## src/rtl/host_mem_arb_pkg.sv

```systemverilog
// -----------------------------------------------------------------------------
// host_mem_arb_pkg
//
// Shared types and widths for the host memory arbiter slice.
//   state_t : arbiter FSM state (IDLE = arbitration open, WAIT_RSP = one
//             transaction outstanding at the host memory).
//   DATA_W  : OBI data/address width.
//   BE_W    : OBI byte-enable width.
// -----------------------------------------------------------------------------
package host_mem_arb_pkg;

  localparam int DATA_W = 32;
  localparam int BE_W   = DATA_W / 8;

  typedef enum logic {
    IDLE     = 1'b0,
    WAIT_RSP = 1'b1
  } state_t;

endpackage

```

## src/rtl/host_mem_rr_picker.sv

```systemverilog
// -----------------------------------------------------------------------------
// host_mem_rr_picker
//
// Combinational round-robin winner selection.
//   req_i      : per-port request vector
//   ptr_i      : highest-priority port index (search starts here, wraps)
//   locked_i   : a previous selection is frozen awaiting grant
//   lock_idx_i : the frozen selection
//   valid_o    : a winner exists
//   winner_o   : index of the winning port
// -----------------------------------------------------------------------------
module host_mem_rr_picker #(
  parameter  int NUM_PORTS = 4,
  localparam int IDX_W     = $clog2(NUM_PORTS)
) (
  input  logic [NUM_PORTS-1:0] req_i,
  input  logic [IDX_W-1:0]     ptr_i,
  input  logic                 locked_i,
  input  logic [IDX_W-1:0]     lock_idx_i,
  output logic                 valid_o,
  output logic [IDX_W-1:0]     winner_o
);

  int              cand;
  logic [IDX_W-1:0] cand_idx;

  always_comb begin
    valid_o  = 1'b0;
    winner_o = '0;
    cand     = 0;
    cand_idx = '0;
    if (locked_i) begin
      // A frozen selection is only meaningful while its requester still asks;
      // OBI forbids withdrawing req before gnt, so this is normally 1.
      valid_o  = req_i[lock_idx_i];
      winner_o = lock_idx_i;
    end else begin
      // Walk ptr, ptr+1, ... with wrap; first asserted request wins.
      for (int i = 0; i < NUM_PORTS; i++) begin
        cand = int'(ptr_i) + i;
        if (cand >= NUM_PORTS) begin
          cand = cand - NUM_PORTS;
        end
        cand_idx = cand[IDX_W-1:0];
        if (!valid_o && req_i[cand_idx]) begin
          valid_o  = 1'b1;
          winner_o = cand_idx;
        end
      end
    end
  end

endmodule

```

## src/rtl/host_mem_arbiter.sv

```systemverilog
// -----------------------------------------------------------------------------
// host_mem_arbiter
//
// Round-robin OBI arbiter sharing a single-outstanding-transaction host memory
// port between NUM_PORTS requesters. At most one request is presented to the
// memory; the response (exactly one cycle after grant) is routed back to the
// requester that owns the transaction.
//
// Ports
//   clk_i, rst_ni            : clock (rising edge), async active-low reset
//   req_i/we_i               : per-port OBI request / write enable
//   be_i                     : per-port byte enables, 4 bits per port
//   addr_i/wdata_i           : per-port address / write data, 32 bits per port
//   gnt_o/rvalid_o           : per-port grant / response valid (one-hot or 0)
//   rdata_o                  : per-port read data, 0 on non-owner ports
//   mem_req_o..mem_wdata_o   : request to host memory (payload 0 when idle)
//   mem_gnt_i, mem_rvalid_i,
//   mem_rdata_i              : response from host memory
// -----------------------------------------------------------------------------
module host_mem_arbiter
  import host_mem_arb_pkg::*;
#(
  parameter  int NUM_PORTS = 4,
  localparam int IDX_W     = $clog2(NUM_PORTS)
) (
  input  logic                   clk_i,
  input  logic                   rst_ni,
  input  logic [NUM_PORTS-1:0]   req_i,
  input  logic [NUM_PORTS-1:0]   we_i,
  input  logic [NUM_PORTS*4-1:0] be_i,
  input  logic [NUM_PORTS*32-1:0] addr_i,
  input  logic [NUM_PORTS*32-1:0] wdata_i,
  output logic [NUM_PORTS-1:0]   gnt_o,
  output logic [NUM_PORTS-1:0]   rvalid_o,
  output logic [NUM_PORTS*32-1:0] rdata_o,
  output logic                   mem_req_o,
  output logic                   mem_we_o,
  output logic [3:0]             mem_be_o,
  output logic [31:0]            mem_addr_o,
  output logic [31:0]            mem_wdata_o,
  input  logic                   mem_gnt_i,
  input  logic                   mem_rvalid_i,
  input  logic [31:0]            mem_rdata_i
);

  // ---------------------------------------------------------------------------
  // State
  // ---------------------------------------------------------------------------
  state_t           state_q,    state_d;
  logic [IDX_W-1:0] rr_ptr_q,   rr_ptr_d;
  logic [IDX_W-1:0] owner_q,    owner_d;
  logic             locked_q,   locked_d;
  logic [IDX_W-1:0] lock_idx_q, lock_idx_d;

  // ---------------------------------------------------------------------------
  // Per-port payload views and response demux
  // ---------------------------------------------------------------------------
  logic [DATA_W-1:0] addr_arr  [NUM_PORTS];
  logic [DATA_W-1:0] wdata_arr [NUM_PORTS];
  logic [BE_W-1:0]   be_arr    [NUM_PORTS];

  for (genvar gi = 0; gi < NUM_PORTS; gi++) begin : g_port
    assign addr_arr[gi]  = addr_i[gi*32 +: 32];
    assign wdata_arr[gi] = wdata_i[gi*32 +: 32];
    assign be_arr[gi]    = be_i[gi*4 +: 4];
    // Only the port currently receiving a response sees memory data.
    assign rdata_o[gi*32 +: 32] = rvalid_o[gi] ? mem_rdata_i : '0;
  end

  // ---------------------------------------------------------------------------
  // Winner selection
  // ---------------------------------------------------------------------------
  logic             pick_valid;
  logic [IDX_W-1:0] pick_idx;
  logic [IDX_W-1:0] pick_next;

  host_mem_rr_picker #(
    .NUM_PORTS (NUM_PORTS)
  ) u_picker (
    .req_i      (req_i),
    .ptr_i      (rr_ptr_q),
    .locked_i   (locked_q),
    .lock_idx_i (lock_idx_q),
    .valid_o    (pick_valid),
    .winner_o   (pick_idx)
  );

  // Explicit wrap so non-power-of-two port counts also cycle correctly.
  assign pick_next = (pick_idx == IDX_W'(NUM_PORTS - 1)) ? '0 : pick_idx + IDX_W'(1);

  // ---------------------------------------------------------------------------
  // FSM: state register
  // ---------------------------------------------------------------------------
  always_ff @(posedge clk_i or negedge rst_ni) begin
    if (!rst_ni) begin
      state_q    <= IDLE;
      rr_ptr_q   <= '0;
      owner_q    <= '0;
      locked_q   <= 1'b0;
      lock_idx_q <= '0;
    end else begin
      state_q    <= state_d;
      rr_ptr_q   <= rr_ptr_d;
      owner_q    <= owner_d;
      locked_q   <= locked_d;
      lock_idx_q <= lock_idx_d;
    end
  end

  // ---------------------------------------------------------------------------
  // FSM: next state and outputs
  // ---------------------------------------------------------------------------
  always_comb begin
    state_d     = state_q;
    rr_ptr_d    = rr_ptr_q;
    owner_d     = owner_q;
    locked_d    = locked_q;
    lock_idx_d  = lock_idx_q;

    mem_req_o   = 1'b0;
    mem_we_o    = 1'b0;
    mem_be_o    = '0;
    mem_addr_o  = '0;
    mem_wdata_o = '0;
    gnt_o       = '0;
    rvalid_o    = '0;

    case (state_q)
      IDLE: begin
        // Any mem_rvalid_i arriving here belongs to no one and is dropped.
        if (pick_valid) begin
          mem_req_o       = 1'b1;
          mem_we_o        = we_i[pick_idx];
          mem_be_o        = be_arr[pick_idx];
          mem_addr_o      = addr_arr[pick_idx];
          mem_wdata_o     = wdata_arr[pick_idx];
          gnt_o[pick_idx] = mem_gnt_i;
          if (mem_gnt_i) begin
            owner_d  = pick_idx;
            rr_ptr_d = pick_next;
            locked_d = 1'b0;
            state_d  = WAIT_RSP;
          end else begin
            // Freeze the selection so the address phase stays stable and a
            // newly arriving request cannot preempt the pending one.
            locked_d   = 1'b1;
            lock_idx_d = pick_idx;
          end
        end else begin
          locked_d = 1'b0;
        end
      end

      WAIT_RSP: begin
        if (mem_rvalid_i) begin
          rvalid_o[owner_q] = 1'b1;
          state_d           = IDLE;
        end
      end

      default: begin
        state_d = IDLE;
      end
    endcase
  end

endmodule

```

## config.mk

```make
export PLATFORM = sky130hd
export DESIGN_NAME = host_mem_arbiter
export DESIGN_NICKNAME = d
export VERILOG_FILES = /design/src/rtl/host_mem_arb_pkg.sv /design/src/rtl/host_mem_rr_picker.sv /design/src/rtl/host_mem_arbiter.sv
export SDC_FILE = /design/constraint.sdc
export NUM_CORES = 1
export LEC_CHECK = 0
export BUFFER_PORTS_ARGS = -buffer_cell sky130_fd_sc_hd__buf_2
export CAP_MARGIN = 20
export CORE_AREA = 4 4 199 201
export CTS_CLUSTER_DIAMETER = 80
export CTS_CLUSTER_SIZE = 25
export DETAILED_ROUTE_END_ITERATION = 10
export DIE_AREA = 0 0 203 205
export GPL_TIMING_DRIVEN = 0
export HOLD_SLACK_MARGIN = 0.06
export PLACE_DENSITY = 0.32
export REMOVE_ABC_BUFFERS = 1
export SYNTH_ARGS = -nofsm -noshare
export SYNTH_HDL_FRONTEND = slang
export SYNTH_HIERARCHICAL = 1
export SYNTH_SLANG_ARGS = --single-unit
```

## constraint.sdc

```tcl
create_clock -name clk_i -period 4.1 [get_ports clk_i]
set_input_delay 0.205 -clock clk_i [delete_from_list [all_inputs] [get_ports clk_i]]
set_output_delay 0.205 -clock clk_i [all_outputs]
set_load 0.02 [all_outputs]
```

== Word level (Yosys, flattened, before mapping) ==
Index checks and enable logic that the tools add are counted.

* Register bits after elaboration: 8
* Bits in latches: 0
* Memory bits (writable): 0
* Memory bits (read-only): 0
* Input bits: 316
* Output and inout port bits: 206
* Word-level logic and storage cells: 113
* Memories: 0

* $add $sub $neg: 8
* Multipliers: 0
* Divide/modulo/power cells: 0
* Order comparisons: 14
* Equality and inequality tests: 1
* Shift operators: 0
* Mux-type cells: 71
* Bitwise operators: 4
* Reduce and logical (&&, ||, !) cells: 10

{| class="wikitable"
|+ Operators by type and width
! kind !! number
|-
| $mux W32 || 12
|-
| $bmux W32 S2 || 2
|-
| $mux W4 || 8
|-
| $mux W2 || 14
|-
| $mux W1 || 25
|-
| $lt A2 B3 Y1 const B || 7
|-
| $bmux W1 S2 || 6
|-
| $ge A3 B3 Y1 const B || 4
|-
| $bmux W4 S2 || 1
|-
| $sub A2 B1 Y2 const B || 4
|-
| $add A2 B2 Y3 const B || 2
|-
| $reduce_and A3 Y1 || 2
|-
| $logic_and A1 B1 Y1 || 5
|-
| $and A4 B4 Y4 || 1
|-
| $demux W1 S2 || 2
|-
| $ge A2 B1 Y1 const B || 2
|-
| $add A2 B1 Y3 const B || 1
|-
| $ge A2 B3 Y1 const B || 1
|-
| $logic_not A1 Y1 || 3
|-
| $not A2 Y3 || 1
|-
| $add A2 B1 Y2 const B || 1
|-
| $eq A2 B2 Y1 const B || 1
|-
| $not A1 Y1 || 2
|-
| $pmux W1 S2 || 1
|}

== Longest topological paths before layout ==
Gate-level depths: netlist of the first run.

* Word-level depth: 26
* Depth in mapped cells: 10
* Gate-level depth less buffers: 6

== Hierarchy ==
Netlist of the first run, hierarchy kept.

{| class="wikitable"
|+ By module, submodules not included
! module !! times used !! cells each !! area an instance (µm²) !! seq. area each (µm²)
|-
| host_mem_arbiter || 1 || 416 || 3348.2 || 200.2
|-
| host_mem_rr_picker || 1 || 31 || 222.7 || 0.0
|}

== Worst setup path before layout of the first run ==
No wires, ideal clock.

* Path type: register to output
* Start point: reg rr_ptr_q[0]
* End point: out mem_wdata_o[11]
* Data arrival time: 2.386 ns
* Required time: 3.895 ns
* Setup slack: 1.509 ns
* Cell stages (with the launch flop): 8
* Buffers on the path: 2
* Cell sequence: dfrtp_1 -> nand2b_1 -> a21boi_1 -> o41ai_1 -> nand3b_1 -> buf_2 -> buf_6 -> o22ai_1

* Cells in the longest elaborated chain, start to end: 25
* Elaborated cells between the ends (all ways): 52
* Those cells by class: add/sub (7); order compare (4); mux (34); bitwise (1); reduce/logical (6)

{| class="wikitable"
|+ Ends and longest elaborated chain
! element !! line !! text
|-
| from (decl) || host_mem_arbiter.sv:50 || <nowiki>logic [IDX_W-1:0] rr_ptr_q, rr_ptr_d;</nowiki>
|-
| from (signal assigned) || host_mem_arbiter.sv:103 || <nowiki>rr_ptr_q <= rr_ptr_d;</nowiki>
|-
| $ge A2 B3 Y1 / $sub A2 B1 Y2 (equally long branches) || host_mem_rr_picker.sv:41, host_mem_rr_picker.sv:42 ||
|-
| $mux W2 || host_mem_rr_picker.sv:41 || <nowiki>if (cand >= NUM_PORTS) begin</nowiki>
|-
| $mux W2 || host_mem_rr_picker.sv:32 || <nowiki>if (locked_i) begin</nowiki>
|-
| $bmux W1 S2 || host_mem_rr_picker.sv:45 || <nowiki>if (!valid_o && req_i[cand_idx]) begin</nowiki>
|-
| $mux W1 (not written as such) || host_mem_rr_picker.sv:45 ||
|-
| $mux W1 || host_mem_rr_picker.sv:45 ||
|-
| $mux W1 || host_mem_rr_picker.sv:32 ||
|-
| $logic_not A1 Y1 || host_mem_rr_picker.sv:45 ||
|-
| [9 not listed] || -- ||
|-
| $mux W2 * || host_mem_rr_picker.sv:45 ||
|-
| $mux W2 * || host_mem_rr_picker.sv:32 ||
|-
| net pick_idx[0] || host_mem_arbiter.sv:74 || <nowiki>logic [IDX_W-1:0] pick_idx;</nowiki>
|-
| $not A2 Y3 (not written as such) * || host_mem_arbiter.sv:136 || <nowiki>mem_wdata_o = wdata_arr[pick_idx];</nowiki>
|-
| $bmux W32 S2 * || host_mem_arbiter.sv:136 ||
|-
| $mux W32 (not written as such) * (2 in series) || host_mem_arbiter.sv:136 ||
|-
| $mux W32 * || host_mem_arbiter.sv:131 || <nowiki>if (pick_valid) begin</nowiki>
|-
| $mux W32 * || host_mem_arbiter.sv:128 || <nowiki>case (state_q)</nowiki>
|-
| to (decl) || host_mem_arbiter.sv:40 || <nowiki>output logic [31:0] mem_wdata_o,</nowiki>
|}

The timed path passes the listed nets; every way through them passes the cells marked *. The select of a mux whose other input is x is not followed.

== Worst setup path in the final report of the first run ==
* Start point: reg rr_ptr_q[1]
* End point: out mem_wdata_o[23]

The elaborated chain is that of the path after synthesis.

==> impl_metrics.yaml, run 1 <==
floorplan:
  die_h_um: 205
  io_pins: 522
  die_area_um2: 41600
  core.rowCount: 71
  core_area_um2: 37600
  die_w_um: 203
  start_util_pct: 9.50
sta:
  period_minus_slack_ns: 3.65
  finalSetupViolations: 0
  fin_skew_ns: 0.00296
  slew_headroom_pct: 41.1
  finalCritPeriodShare_pct: 89.0
  worstMarginPinSlew_ns: 0.874
  slew_violations: 0
  timing.hold.ws_ns: 0.211
  final_hold_viol_count: 0
  rsz0062_at_grt: "false"
  max_freq_mhz: 274
placement:
  place_area_um2: 6920
  place_inst: 1452
  gp_congestion: 0.769
  port_buffers: 521
  hpwlAfterDp_mm: 21.1
clock_network:
  cts_sinks: 8
  cts.htree.levels: 1
  clockBufferDepth: 2
  clk_latency_ns: 0.23
  holdBufCountCts: 1
  post_cts_buffers: 0
  ctsResizeCount: 0
  clkSlewWorstSetupHoldPaths_ns: 0.04
  cts_tree: "done"
  cts-buffers-inserted: 3
  cts_root_buf: "clkbuf_16"
yosys:
  ys_seq_area_share_pct: 5.61
  ys_top_cells_by_area: "mux2i_1 39%, and2_1 22%, o22ai_1 10%"
  ys_async_sr_fraction_pct: 100
  ys_ff_latch: 8
  synth_top_cells_by_count: "139 x mux2i_1, 128 x and2_1, 59 x o22ai_1"
  synth_top_flop_cell: "dfrtp_1"
  syn_area_um2: 3570
  synth.distinct_cells: 37
  yosys_warnings: 6
  synth_top_area_share_pct: 39.0
  synth.most_common_cell: "mux2i_1"
  synth_edf_count: 0
  syn_inst: 447
  postSynthAreaPerCell_um2: 7.99
  synth_top_cell_by_area: "mux2i_1"
worst_setup_path:
  rrSetupSlack_ns: 1.37
  startpoint_type: "flip-flop"
  cp_max_fo: 15
  worstReg2RegStart: "rr_ptr_q[1]$_DFFE_PN0P_"
  critPathMaxStageDelay_ns: 0.56
  critPathCapture: "mem_wdata_o[23]"
  endpoint_kind: "output port"
  startpoint: "rr_ptr_q[1]$_DFFE_PN0P_"
  arrival_ns: 3.44
  ff2ff_path_depth: 8
  cp_slowest_cell: "a221oi_4"
  required_ns: 3.89
  cp_common_cell: "buf_8"
  r2r_end: "rr_ptr_q[1]$_DFFE_PN0P_"
  path_cells: "nor3b_1, a211oi_1, a221oi_4, buf_8, buf_8, buf_8, buf_8, buf_8, mux2i_1, o22ai_2, buf_2"
  crit_type: "reg -> out"
global_route:
  grt_antenna_before_repair: 10
  grt_pass1_vias: 5369
  grt_max_degree: 42
  overflow: 0
  grt_first_pass_wirelength_mm: 33.5
  grt_usage_pct: 10.3
route:
  wire_per_inst_um: 16.5
  drt-initial-drc-count: 278
  wl_met3_mm: 2.63
  met2_length_mm: 13.1
  routed.top_layer: "met5"
  detail-route-antenna-nets: 0
  wirelength_mm: 24.0
  drc: 0
  drt-met1-wl_mm: 8.01
  viasPerCell: 3.67
  num_vias: 5351
  drt-pass1-iter-count: 4
pwr:
  swShare_pct: 56.4
  leakagePower_nw: 4.17
  p_sw_w: 0.00279
  seq_power_share_pct: 3.7
  combPwrFrac_pct: 93.0
  peakVddDrop_v: 0.000405
  powerDensity_nw_per_um2: 701
  cellInternalPower_w: 0.00215
  power_frac_clock_pct: 3.3
cells_and_area:
  fillers: 4312
  drive_above_1_share_pct: 59.6
  final_cells: 1459
  synthToLayoutAreaGrowth_pct: 97.2
  nNetsFinal: 1268
  finish.instance_area_um2: 7040
job:
  drv_cap: 0
status:
  outcome: "finished clean"
min_path:
  hp-class: "in -> reg"
## registers in the layout, summed over array words and instances, names as in the netlist
register    count
lock_idx_q      2
owner_q         2
state_q         1
locked_q        1
rr_ptr_q        2
## layout by cell type, fill, tap and decap left out, types with 6 or more instances in the layout
master	count
and2_1	128
buf_2	521
buf_8	14
dfrtp_1	8
inv_1	6
mux2_2	6
mux2i_1	139
nor2_1	6
o22ai_1	59
o22ai_2	10
## per-layer routing
metal / global-route usage, % / vias to the layer above
li1: - / 2635
met1: 10.5 / 2341
met2: 20.8 / 337
met3: 3.44 / 28
met4: 0.849 / 10
met5: 0 / -
## how the worst min path moves through the flow
stage	slack (ns)	start	cells after the start	end
after floorplan	-0.09	rst_ni	0	lock_idx_q[0]$_DFFE_PN0P_
after global placement	0.06	rst_ni	1	rr_ptr_q[0]$_DFFE_PN0P_
after detailed placement	0.06	rst_ni	1	rr_ptr_q[0]$_DFFE_PN0P_
after CTS	0.21	mem_rvalid_i	2	state_q$_DFF_PN0_
after global routing	0.24	mem_rvalid_i	2	state_q$_DFF_PN0_
final	0.21	mem_rvalid_i	2	state_q$_DFF_PN0_
## logic make-up (layout without fill, tap and decap cells)
family | count (synthesis) | in the layout | share of synthesized area (%)
fa+ha+maj | 4 | 4 | 1.40
simple gates | 157 | 157 | 28.0
compound gates | 81 | 81 | 16.5
flops | 8 | 8 | 5.61
mux | 146 | 146 | 41.5
buf+inv | 51 | 550 | 7.01
other cells | 0 | 2 | 0
## power by group through the flow
stage / sequential (W) / clock (W) / combinational, W
6_report: 0.000184 / 0.000162 / 0.00459
5_1_grt: 0.000193 / 0.000172 / 0.00495
4_1_cts: 0.000184 / 0.000165 / 0.00468
3_5_place_dp: 0.000185 / 0 / 0.00467
3_3_place_gp: 0.000184 / 0 / 0.00356
2_1_floorplan: 0.000161 / 0 / 0.00248
## per-stage QoR
step | TNS, ns | setup WS [ns] | total power, W | utilization (%)
floorplan | -503.02 | -6.68 | 0.00264 | -
global placement | -782.59 | -11.34 | 0.00374 | 17.5
detailed placement | 0 | 0.648 | 0.00485 | 18.4
CTS | 0 | 0.387 | 0.00503 | 18.7
global route | 0 | 0.239 | 0.00532 | 18.7
finish | 0 | 0.450 | 0.00494 | 18.7
## layout make-up
class / instances / area, µm² / share of cell area, %
antenna: 2 / 5.00 / 0.0711
clock buffer: 3 / 75.1 / 1.07
inverter: 6 / 22.5 / 0.320
multi-input combinational: 388 / 3140 / 44.6
sequential: 8 / 200 / 2.84
tap: 511 / 639 / 9.08
timing repair buffer: 541 / 2960 / 42.0
## critical path: cells and delay by family, from the launching register on
family	cells	cell delay, ns
flops	1	0.47
mux	1	0.27
buf+inv	6	1.25
simple gates	1	0.34
compound gates	3	0.83
No activity file was read; power rests on OpenSTA's default activity.
==> run 2, diff against run 1 <==
--- a/config.mk
+++ b/config.mk
@@ -7,11 +7,12 @@
 export LEC_CHECK = 0
 export BUFFER_PORTS_ARGS = -buffer_cell sky130_fd_sc_hd__buf_2
 export CAP_MARGIN = 20
-export CORE_AREA = 4 4 199 201
+export CORE_AREA = 4 4 202 204
+export CTS_BUF_LIST = sky130_fd_sc_hd__clkbuf_2
 export CTS_CLUSTER_DIAMETER = 80
 export CTS_CLUSTER_SIZE = 25
 export DETAILED_ROUTE_END_ITERATION = 10
-export DIE_AREA = 0 0 203 205
+export DIE_AREA = 0 0 206 208
 export GPL_TIMING_DRIVEN = 0
 export HOLD_SLACK_MARGIN = 0.06
 export PLACE_DENSITY = 0.32
==> impl_metrics.yaml, run 2 (synthesis results as in run 1) <==
clock_network:
  cts-buffers-inserted: 3
  cts_tree: "done"
  clockBufferDepth: 2
  clk_latency_ns: 0.23
  cts_sinks: 8
  cts.htree.levels: 1
  clkSlewWorstSetupHoldPaths_ns: 0.08
  cts_root_buf: "clkbuf_2"
sta:
  timing.hold.ws_ns: 0.205
  slew_headroom_pct: 47.7
  fin_setup_tns_ns: 0
  final_hold_viol_count: 0
  finalCritPeriodShare_pct: 93.4
  slew_violations: 0
  rsz0062_at_grt: "false"
  period_minus_slack_ns: 3.83
  fin_skew_ns: 0.000784
  finalSetupViolations: 0
  worstMarginPinSlew_ns: 0.774
  setup_ws_ns: 0.270
  max_freq_mhz: 261
route:
  drc: 0
  viasPerCell: 3.61
  wire_per_inst_um: 15.6
  wirelength_mm: 23.0
  drt-initial-drc-count: 180
  num_vias: 5329
  drt-pass1-iter-count: 5
  detail-route-antenna-nets: 0
cells_and_area:
  synthToLayoutAreaGrowth_pct: 98.0
  reg_top3: "lock_idx_q (2), owner_q (2), rr_ptr_q (2)"
  nNetsFinal: 1270
  finish.instance_area_um2: 7070
  final_cells: 1476
  fillers: 4480
  drive_above_1_share_pct: 59.8
  final_common_cell: "buf_2"
  final_cell_mix: "522 x buf_2, 139 x mux2i_1, 128 x and2_1"
floorplan:
  core_area_um2: 39300
  die_h_um: 208
  die_area_um2: 42800
  start_util_pct: 9.09
  die_w_um: 206
  core.rowCount: 73
  io_pins: 522
global_route:
  overflow: 0
  grt_antenna_before_repair: 6
  grt_max_degree: 49
  grt_first_pass_wirelength_mm: 31.8
  grt_usage_pct: 9.49
  grt_pass1_vias: 5191
pwr:
  p_sw_w: 0.00275
  combPwrFrac_pct: 95.3
  peakVddDrop_v: 0.000411
  power_frac_clock_pct: 0.9
  cellInternalPower_w: 0.00214
  powerDensity_nw_per_um2: 691
  swShare_pct: 56.2
  leakagePower_nw: 4.18
  seq_power_share_pct: 3.8
worst_setup_path:
  cp_common_cell: "buf_8"
  cp_slowest_cell: "dfrtp_1"
  path_cells: "nor3b_2, a211oi_1, a221oi_4, buf_16, buf_8, buf_8, buf_16, buf_8, buf_8, buf_8, buf_16, mux2i_1, o22ai_1, buf_2"
  crit_type: "reg -> out"
  critPathMaxStageDelay_ns: 0.48
  arrival_ns: 3.62
  endpoint_kind: "output port"
  startpoint_type: "flip-flop"
  required_ns: 3.89
  cp_max_fo: 15
placement:
  place_inst: 1468
  dp_slack_ns: 0.230
  place_area_um2: 7020
  gp_congestion: 0.824
  hpwlAfterDp_mm: 20.2
  port_buffers: 521
status:
  outcome: "finished clean"
min_path:
  hp-class: "in -> reg"
job:
  drv_cap: 0
-- run 2: changes by cell type in the layout (fill, tap and decap cells not counted), sizes merged --
cell   before  now
buf       540  542
diode       2    3
-- run 2: layout make-up --
class                           count  area (µm²)  area share (%)
Sequential cell                     8         201            2.85
Clock buffer                        3        15.0           0.212
Inverter                            6        22.5           0.319
Tap cell                          525         657            9.29
Antenna cell                        3        7.51           0.106
Timing Repair Buffer              543        3030            42.8
Multi-Input combinational cell    388        3140            44.4
-- run 2: what timing repair did --
action                                  CTS  global route
endpoints found under the hold margin     8             0
pin swaps                                 1             0
buffers inserted                          1             0
gates resized for setup                   0             2
endpoints found under the setup margin    8             7
hold buffers                              1             0
-- run 2: power groups by stage --
stage | logic [W] | clock network (W) | registers [W]
finish | 0.00465 | 0.0000462 | 0.000183
global placement | 0.00351 | 0 | 0.000182
global route | 0.00499 | 0.0000547 | 0.000192
CTS | 0.00473 | 0.0000497 | 0.000182
detailed placement | 0.00471 | 0 | 0.000184
floorplan | 0.00248 | 0 | 0.000161
-- run 2: layer usage --
layer	global-route usage, %	part of all wire (%)	up-vias
met2	18.8	54	329
met4	2.23	1.4	2
li1	-	-	2648
met3	1.85	9.2	20
met1	10.2	36	2330
met5	0	0.057	-
-- run 2: final timing paths --
path / startpoint / endpoint / slack [ns] / cells past startpoint
setup / recovery: rr_ptr_q[1]$_DFFE_PN0P_ / mem_addr_o[22] / 0.27 / 14
hold / removal: mem_rvalid_i / state_q$_DFF_PN0_ / 0.21 / 2
setup reg to reg: rr_ptr_q[1]$_DFFE_PN0P_ / rr_ptr_q[1]$_DFFE_PN0P_ / 1.74 / 6
hold reg to reg: owner_q[1]$_DFFE_PN0P_ / owner_q[1]$_DFFE_PN0P_ / 0.58 / 1
max in group asynchronous: rst_ni / rr_ptr_q[0]$_DFFE_PN0P_ / 3.51 / 2
min in group asynchronous: rst_ni / state_q$_DFF_PN0_ / 0.39 / 2
-- run 2: worst max-delay path: cells and delay by family (launching register included) --
kind	cells	cell delay [ns]
and+or+nand+nor	1	0.25
muxes	1	0.24
DFF	1	0.48
AOI/OAI and AO/OA	3	0.65
buffers and inverters	9	1.72
-- run 2: per-stage QoR --
step	util [%]	total power, W
6_report	18.0	0.00488
3_3_place_gp	16.8	0.00369
3_5_place_dp	17.9	0.00489
5_1_grt	18.0	0.00524
4_1_cts	18.0	0.00496
2_1_floorplan	-	0.00264
==> run 3, diff against run 2 <==
--- a/config.mk
+++ b/config.mk
@@ -7,12 +7,12 @@
 export LEC_CHECK = 0
 export BUFFER_PORTS_ARGS = -buffer_cell sky130_fd_sc_hd__buf_2
 export CAP_MARGIN = 20
-export CORE_AREA = 4 4 202 204
+export CORE_AREA = 4 4 204 206
 export CTS_BUF_LIST = sky130_fd_sc_hd__clkbuf_2
 export CTS_CLUSTER_DIAMETER = 80
 export CTS_CLUSTER_SIZE = 25
 export DETAILED_ROUTE_END_ITERATION = 10
-export DIE_AREA = 0 0 206 208
+export DIE_AREA = 0 0 208 210
 export GPL_TIMING_DRIVEN = 0
 export HOLD_SLACK_MARGIN = 0.06
 export PLACE_DENSITY = 0.32
@@ -21,3 +21,4 @@
 export SYNTH_HDL_FRONTEND = slang
 export SYNTH_HIERARCHICAL = 1
 export SYNTH_SLANG_ARGS = --single-unit
+export TNS_END_PERCENT = 10
==> constraint.sdc (replaced) <==
create_clock -name clk_i -period 3.23 [get_ports clk_i]
set_input_delay 0.1615 -clock clk_i [delete_from_list [all_inputs] [get_ports clk_i]]
set_output_delay 0.1615 -clock clk_i [all_outputs]
set_load 0.02 [all_outputs]
==> impl_metrics.yaml, run 3 (synthesis results as in run 1) <==
route:
  num_vias: 5407
  drc: 0
  detail-route-antenna-nets: 0
  wirelength_mm: 23.2
  wire_per_inst_um: 15.7
  drt-pass1-iter-count: 4
  drt-initial-drc-count: 189
  viasPerCell: 3.66
floorplan:
  die_area_um2: 43700
  die_h_um: 210
  die_w_um: 208
  core_area_um2: 39600
  start_util_pct: 9.01
  io_pins: 522
  core.rowCount: 73
placement:
  dp_slack_ns: -0.336
  port_buffers: 521
  gp_congestion: 0.792
  hpwlAfterDp_mm: 20.5
  place_area_um2: 7030
sta:
  slew_violations: 0
  final_hold_viol_count: 0
  slew_headroom_pct: 55.7
  max_freq_mhz: 330
  period_minus_slack_ns: 3.03
  setup_ws_ns: 0.198
  rsz0062_at_grt: "false"
  finalCritPeriodShare_pct: 93.9
  fin_skew_ns: 0.0102
  worstMarginPinSlew_ns: 0.665
  finalSetupViolations: 0
worst_setup_path:
  required_ns: 3.07
  ff2ff_path_depth: 9
  crit_type: "reg -> out"
  arrival_ns: 2.87
  startpoint_type: "flip-flop"
  endpoint_kind: "output port"
  cp_max_fo: 35
pwr:
  powerDensity_nw_per_um2: 880
  peakVddDrop_v: 0.000397
  power_w: 0.00625
  leakagePower_nw: 4.19
global_route:
  overflow: 0
  grt_first_pass_wirelength_mm: 33.5
  grt_max_degree: 50
  grt_antenna_before_repair: 3
  grt_usage_pct: 9.61
  grt_pass1_vias: 5631
clock_network:
  clockBufferDepth: 2
  cts-buffers-inserted: 3
  cts_tree: "done"
  cts_root_buf: "clkbuf_2"
  cts_sinks: 8
  clkSlewWorstSetupHoldPaths_ns: 0.08
  clk_latency_ns: 0.24
  cts.htree.levels: 1
min_path:
  hp-class: "in -> reg"
  hold_path_depth: 2
cells_and_area:
  final_cell_mix: "522 x buf_2, 138 x mux2i_1, 128 x and2_1"
  finish.instance_area_um2: 7100
  synthToLayoutAreaGrowth_pct: 98.7
  finalCoreUtilization_pct: 17.9
  drive_above_1_share_pct: 60.3
  nNetsFinal: 1273
  reg_top3: "lock_idx_q (2), owner_q (2), rr_ptr_q (2)"
  final_common_cell: "buf_2"
status:
  outcome: "finished clean"
job:
  drv_cap: 0
==> run 3: repair_timing <==
action                                  in CTS  in global routing
buffers inserted                             5                  0
pin swaps                                    2                  0
resized for setup                            6                  1
hold buffers                                 1                  0
endpoints found under the setup margin      69                 14
endpoints found under the hold margin        8                  0
==> run 3: area by class of cell <==
type / count / area, µm²
well taps: 525 / 657
multi-input cells: 388 / 3160
repair buffers: 546 / 3040
diodes: 2 / 5.00
inverters: 6 / 22.5
flip-flops and latches: 8 / 203
fillers: 4536 / 32500
clock buffers: 3 / 15.0
==> run 3: where the power goes <==
part | switching, W | total (W) | leakage [nW] | internal, W
sequential | 0.0000807 | 0.000235 | 0.0941 | 0.000154
combinational | 0.00340 | 0.00595 | 4.08 | 0.00255
clock | 0.0000349 | 0.0000602 | 0.0125 | 0.0000253
total | 0.00352 | 0.00625 | 4.19 | 0.00273
==> run 3: worst max-delay path, stage by stage (launching register included) <==
cell,delay [ns]
dfrtp_2,0.47
mux2i_1,0.14
a32o_1,0.29
a221oi_4,0.32
buf_8,0.16
buf_8,0.19
buf_16,0.26
buf_12,0.21
mux2i_4,0.28
o22ai_1,0.10
buf_2,0.17
==> run 3: path summary, 6_finish.rpt <==
path	to	slack, ns	from
min in group asynchronous	rr_ptr_q[0]$_DFFE_PN0P_	0.29	rst_ni
hold / removal	state_q$_DFF_PN0_	0.16	mem_rvalid_i
hold reg to reg	lock_idx_q[1]$_DFFE_PN0P_	0.56	lock_idx_q[1]$_DFFE_PN0P_
setup reg to reg	rr_ptr_q[1]$_DFFE_PN0P_	0.70	rr_ptr_q[0]$_DFFE_PN0P_
setup / recovery	mem_addr_o[12]	0.20	rr_ptr_q[0]$_DFFE_PN0P_
max in group asynchronous	rr_ptr_q[1]$_DFFE_PN0P_	2.76	rst_ni
==> run 3: per-stage QoR <==
| stage | hold WS [ns] | std cells | setup TNS [ns] |
|---|---|---|---|
| 6_report | 0.161 | 1478 | 0 |
| 5_1_grt | 0.140 | 1478 | 0 |
| 4_1_cts | 0.156 | 1477 | 0 |
| 3_5_place_dp | 0.0145 | 1469 | -5.82 |
| 3_3_place_gp | 0.0189 | 1448 | -838.39 |
| 2_1_floorplan | -0.134 | 402 | -566.83 |
==> run 3: per-layer routing <==
metal / part of all wire (%) / global-route usage (%)
met1: 35 / 10.2
met2: 54 / 19.2
met5: 0.073 / 0
met3: 8.2 / 1.95
met4: 2.5 / 2.60
